<file path="config.mk">
export PLATFORM = sky130hd
export DESIGN_NAME = key_debounce_array
export DESIGN_NICKNAME = d
export VERILOG_FILES = /design/src/rtl/key_debounce_array.sv
export SDC_FILE = /design/constraint.sdc
export NUM_CORES = 1
export LEC_CHECK = 0
export CORE_UTILIZATION = 50
export CTS_BUF_LIST = sky130_fd_sc_hd__clkbuf_16
export CTS_CLUSTER_DIAMETER = 50
export DETAILED_ROUTE_END_ITERATION = 6
export GPL_TIMING_DRIVEN = 0
export PLACE_DENSITY = 0.68
export SETUP_SLACK_MARGIN = 0.02
export SLEW_MARGIN = 40
export SYNTH_ARGS = -nofsm -noshare
export SYNTH_HDL_FRONTEND = slang
export SYNTH_SLANG_ARGS = --single-unit
</file>
<file path="constraint.sdc">
create_clock -name clk -period 4 [get_ports clk]
set_clock_uncertainty 0.15 [all_clocks]
set_input_delay 0.8 -clock clk [delete_from_list [all_inputs] [get_ports clk]]
set_output_delay 0.8 -clock clk [all_outputs]
set_load 0.03 [all_outputs]
</file>
<file path="src/rtl/key_debounce_array.sv">
// key_debounce_array: N-channel push-button / DIP-switch debouncer.
// Each channel: optional inversion, 2-flop synchroniser, stable-time filter
// FSM with terminal-count counter, registered level and press/release pulses.
// Optional long-press detector compiled in with `define KEY_LONGPRESS_EN.
//
// state  | meaning
// -------+-----------------------------------------------------------
// STABLE | synchronised input matches key_out; counter held at 0
// COUNT  | input differs from key_out; counting toward the full window
module key_debounce_array #(
  parameter int              N               = 5,
  parameter int              DEBOUNCE_CYCLES = 1_000_000,
  parameter logic [N-1:0]    INVERT          = {N{1'b0}},
  parameter int              LONG_CYCLES     = 50_000_000
) (
  input  logic         clk,
  input  logic         nrst,
  input  logic [N-1:0] key_in,
  output logic [N-1:0] key_out,
  output logic [N-1:0] key_rise,
  output logic [N-1:0] key_fall,
  output logic [N-1:0] key_long
);

  localparam int CW = (DEBOUNCE_CYCLES > 2) ? $clog2(DEBOUNCE_CYCLES) : 1;
  localparam logic [CW-1:0] TC = CW'(DEBOUNCE_CYCLES - 1);

  localparam logic [0:0] ST_STABLE = 1'b0;
  localparam logic [0:0] ST_COUNT  = 1'b1;

  for (genvar i = 0; i < N; i++) begin : g_ch
    logic          raw;
    logic          s1;
    logic          s2;
    logic [0:0]    state;
    logic [CW-1:0] cnt;
    logic          lvl;
    logic          rise;
    logic          fall;
    logic          lng;

    assign raw = key_in[i] ^ INVERT[i];

    // Two-flop synchroniser for the asynchronous pin.
    always_ff @(posedge clk or negedge nrst) begin
      if (!nrst) begin
        s1 <= 1'b0;
        s2 <= 1'b0;
      end else begin
        s1 <= raw;
        s2 <= s1;
      end
    end

    // Stable-time filter: accept a new level only after a full unbroken window.
    always_ff @(posedge clk or negedge nrst) begin
      if (!nrst) begin
        state <= ST_STABLE;
        cnt   <= '0;
        lvl   <= 1'b0;
        rise  <= 1'b0;
        fall  <= 1'b0;
      end else begin
        rise <= 1'b0;
        fall <= 1'b0;
        case (state)
          ST_STABLE: begin
            cnt <= '0;
            if (s2 != lvl) state <= ST_COUNT;
          end
          ST_COUNT: begin
            if (s2 == lvl) begin
              // bounce back: restart from scratch on the next change
              state <= ST_STABLE;
              cnt   <= '0;
            end else if (cnt == TC) begin
              lvl   <= s2;
              rise  <= s2;
              fall  <= ~s2;
              state <= ST_STABLE;
              cnt   <= '0;
            end else begin
              cnt <= cnt + 1'b1;
            end
          end
          default: begin
            state <= ST_STABLE;
            cnt   <= '0;
          end
        endcase
      end
    end

`ifdef KEY_LONGPRESS_EN
    localparam int LW = $clog2(LONG_CYCLES) + 1;
    localparam logic [LW-1:0] L_TOP = LW'(LONG_CYCLES);
    localparam logic [LW-1:0] L_HIT = LW'(LONG_CYCLES - 1);
    logic [LW-1:0] hold;

    // Hold timer: counts while pressed, saturates so only one pulse per press.
    always_ff @(posedge clk or negedge nrst) begin
      if (!nrst) begin
        hold <= '0;
        lng  <= 1'b0;
      end else begin
        lng <= lvl && (hold == L_HIT);
        if (!lvl)              hold <= '0;
        else if (hold != L_TOP) hold <= hold + 1'b1;
      end
    end
`else
    assign lng = 1'b0;
`endif

    assign key_out[i]  = lvl;
    assign key_rise[i] = rise;
    assign key_fall[i] = fall;
    assign key_long[i] = lng;
  end

endmodule

</file>
==> results.toml <==
[sta]
rsz0062_at_grt = "false"
setup_violations = 0
slew_violations = 0
finalCritPeriodShare_pct = 64.9
fin_crit_ns = 2.60
tightestPinTransition_ns = 0.491
slew-limit-headroom_pct = 66.8
fmax_mhz = 385
hold_viol = 0

[drt]
routed_wl_mm = 11.5
wire_per_inst_um = 13.6
drc_errors = 0
drtAntennaViolNets = 0
viasPerCell = 5.41
drt_iter0_drc = 201
firstDrtPassIters = 7
num_vias = 4546

[die]
rows = 40
die_y_um = 113
io_pins = 27
dieArea_um2 = 12800
core-area_um2 = 12100
initial_utilization_pct = 51.3
fp.dieW_um = 113

[pwr]
pwr-share-seq_pct = 43.7
p_switching_mw = 0.659
ir_drop_mv = 0.253
clockPowerShare_pct = 53.6
p_int_mw = 2.40
power_mw = 3.06
power.density_nw_per_um2 = 418
leakage_nw = 2.96
netSwitchingFraction_pct = 21.5
combPwrFrac_pct = 2.7

[setup_path]
crit_type = "reg2out"
cp_max_fo = 5
start_kind = "flip-flop"
cp.required_ns = 3.05
arrival_ns = 1.65
endpoint_kind = "output port"

[placement]
hpwl_mm = 7.66
io_buffers = 21
place_congestion = 0.803

[yosys]
netlist_top_cells_area = "dfrtp_1 (53%), xor2_1 (4.8%), nor2_1 (4.8%)"
synth_enable_flop_cells = 0
yosys.area.top_type = "dfrtp_1"
yosys_warnings = 0
ys_seq_elements = 130
synth_common_cells = "dfrtp_1 (130), nor2_1 (79), nand2_1 (38), xor2_1 (34)"
syn_area_per_cell_um2 = 10.1
synthCells = 613
yosysMostFrequentCell = "dfrtp_1"
synthesis.area_um2 = 6190
ys_async_sr_fraction_pct = 100
ys.flop_type = "dfrtp_1"
yosysUniqueCellTypes = 45
synth_top_area_share_pct = 52.5
ys_seq_area_share_pct = 52.5

[finish]
area_growth_pct = 18.4
layout-drive-gt1-share_pct = 11.0
n_antenna_cell = 0
utilization_pct = 60.8
finalNetCount = 672

[clock_network]
cts-buffers-inserted = 17
clk_latency_ns = 0.42
clk_pin_slew_ns = 0.06
cts_buffer_depth = 2
cts_max_level = 4
clock-sinks = 130
cts_tree = "done"
root_buffer = "clkbuf_16"

[status]
status = "completed"

[global_routing]
grt_pass1_wl_mm = 19.7
grt_start_max_net_pins = 77
grt.total_usage_pct = 19.5
antenna_found_initial = 0
grt_overflow = 0
grt_pass1_vias = 4239

[flow_run]
cap_violations = 0

[hold_path]
hold_class = "reg2reg"
[flip-flops by register name, summed over array words and instances (netlist names)]
register and count:
g_ch.s1 5, g_ch.state 5, g_ch.lvl 5, g_ch.fall 5, g_ch.s2 5, g_ch.rise 5
g_ch.cnt 100
[power by group through the flow]
stage	registers [mW]	logic [mW]	clock network, mW
after detailed placement	1.36	0.0853	0
after global routing	1.34	0.0960	1.73
after CTS	1.34	0.0866	1.67
after floorplan	1.36	0.0367	0
final	1.34	0.0832	1.64
after global placement	1.36	0.0764	0
[final timing paths]
check / startpoint / end / slack, ns / cells past startpoint
setup reg to reg: g_ch[2].cnt[0]$_DFF_PN0_ / g_ch[2].cnt[14]$_DFF_PN0_ / 1.60 / 7
max in group asynchronous: nrst / g_ch[0].cnt[18]$_DFF_PN0_ / 2.31 / 4
setup / recovery: g_ch[2].lvl$_DFFE_PN0P_ / key_out[2] / 1.40 / 2
min in group asynchronous: nrst / g_ch[3].rise$_DFF_PN0_ / 0.59 / 2
hold / removal: g_ch[4].s1$_DFF_PN0_ / g_ch[4].s2$_DFF_PN0_ / 0.20 / 0
hold reg to reg: g_ch[4].s1$_DFF_PN0_ / g_ch[4].s2$_DFF_PN0_ / 0.20 / 0
[routing by layer]
metal	wire [µm]	GRT usage, %
met5	0	0
met4	214	7.89
met3	442	5.25
met2	5340	30.0
met1	5470	26.4
[critical path, stage by stage (launching register included)]
cell,delay (ns)
dfrtp_1,0.42
buf_4,0.14
clkdlybuf4s50_1,0.66
[final cells by class]
| type | count | area, µm² |
|---|---|---|
| flip-flops and latches | 130 | 3250 |
| clock buffers | 17 | 425 |
| multi-input cells | 430 | 2660 |
| repair buffers | 24 | 280 |
| inverters | 19 | 71.3 |
| clock inverters | 15 | 206 |
| fillers | 997 | 4730 |
| well taps | 168 | 210 |
| plain buffers | 38 | 225 |
[timing repair]
action | 4_1_cts | 5_1_grt
buffers inserted | 0 | 0
setup endpoints to repair | 0 | 0
hold buffers | 1 | 0
hold endpoints to repair | 1 | 0
resized for setup | 0 | 0
[stage by stage]
step	instances	cell area, µm²	setup slack, ns	hold slack, ns	setup TNS (ns)
2_1_floorplan	617	6210	1.97	0.181	0
3_3_place_gp	806	6630	-3.02	0.184	-392.11
3_5_place_dp	808	6690	1.63	0.186	0
4_1_cts	841	7330	1.37	0.200	0
5_1_grt	841	7330	1.32	0.203	0
6_report	841	7330	1.40	0.198	0
[cell families (layout without fill, tap and decap cells)]
| logic type | Yosys count | count (layout) | share of synthesized area (%) |
|---|---|---|---|
| buf+inv | 57 | 113 | 4.79 |
| simple gates | 288 | 288 | 25.6 |
| compound gates | 60 | 60 | 5.62 |
| flops | 130 | 130 | 52.5 |
| mux | 5 | 5 | 0.909 |
| xor+xnor | 67 | 67 | 9.48 |
| fa+ha+maj | 5 | 5 | 1.01 |
| other cells | 1 | 5 | 0.0606 |
[cell usage in the layout, fill, tap and decap left out, drive strengths merged, types with 4 or more instances in the layout]
cell	instances
dfrtp	130
nor2	79
nand2	38
xor2	34
nand3	34
xnor2	33
clkbuf	32
nand4	28
a21oi	27
buf	26
inv	23
clkdlybuf4s50	20
or4	18
or3	17
o21ai	16
nor3	13
nor4	11
nor3b	10
and4	9
o31ai	9
and3	7
and2	7
nor4b	5
mux2	5
ha	5
conb	5
clkinvlp	5
o211ai	4
bufinv	4
Note: power is estimated with default switching activity, not from simulation.
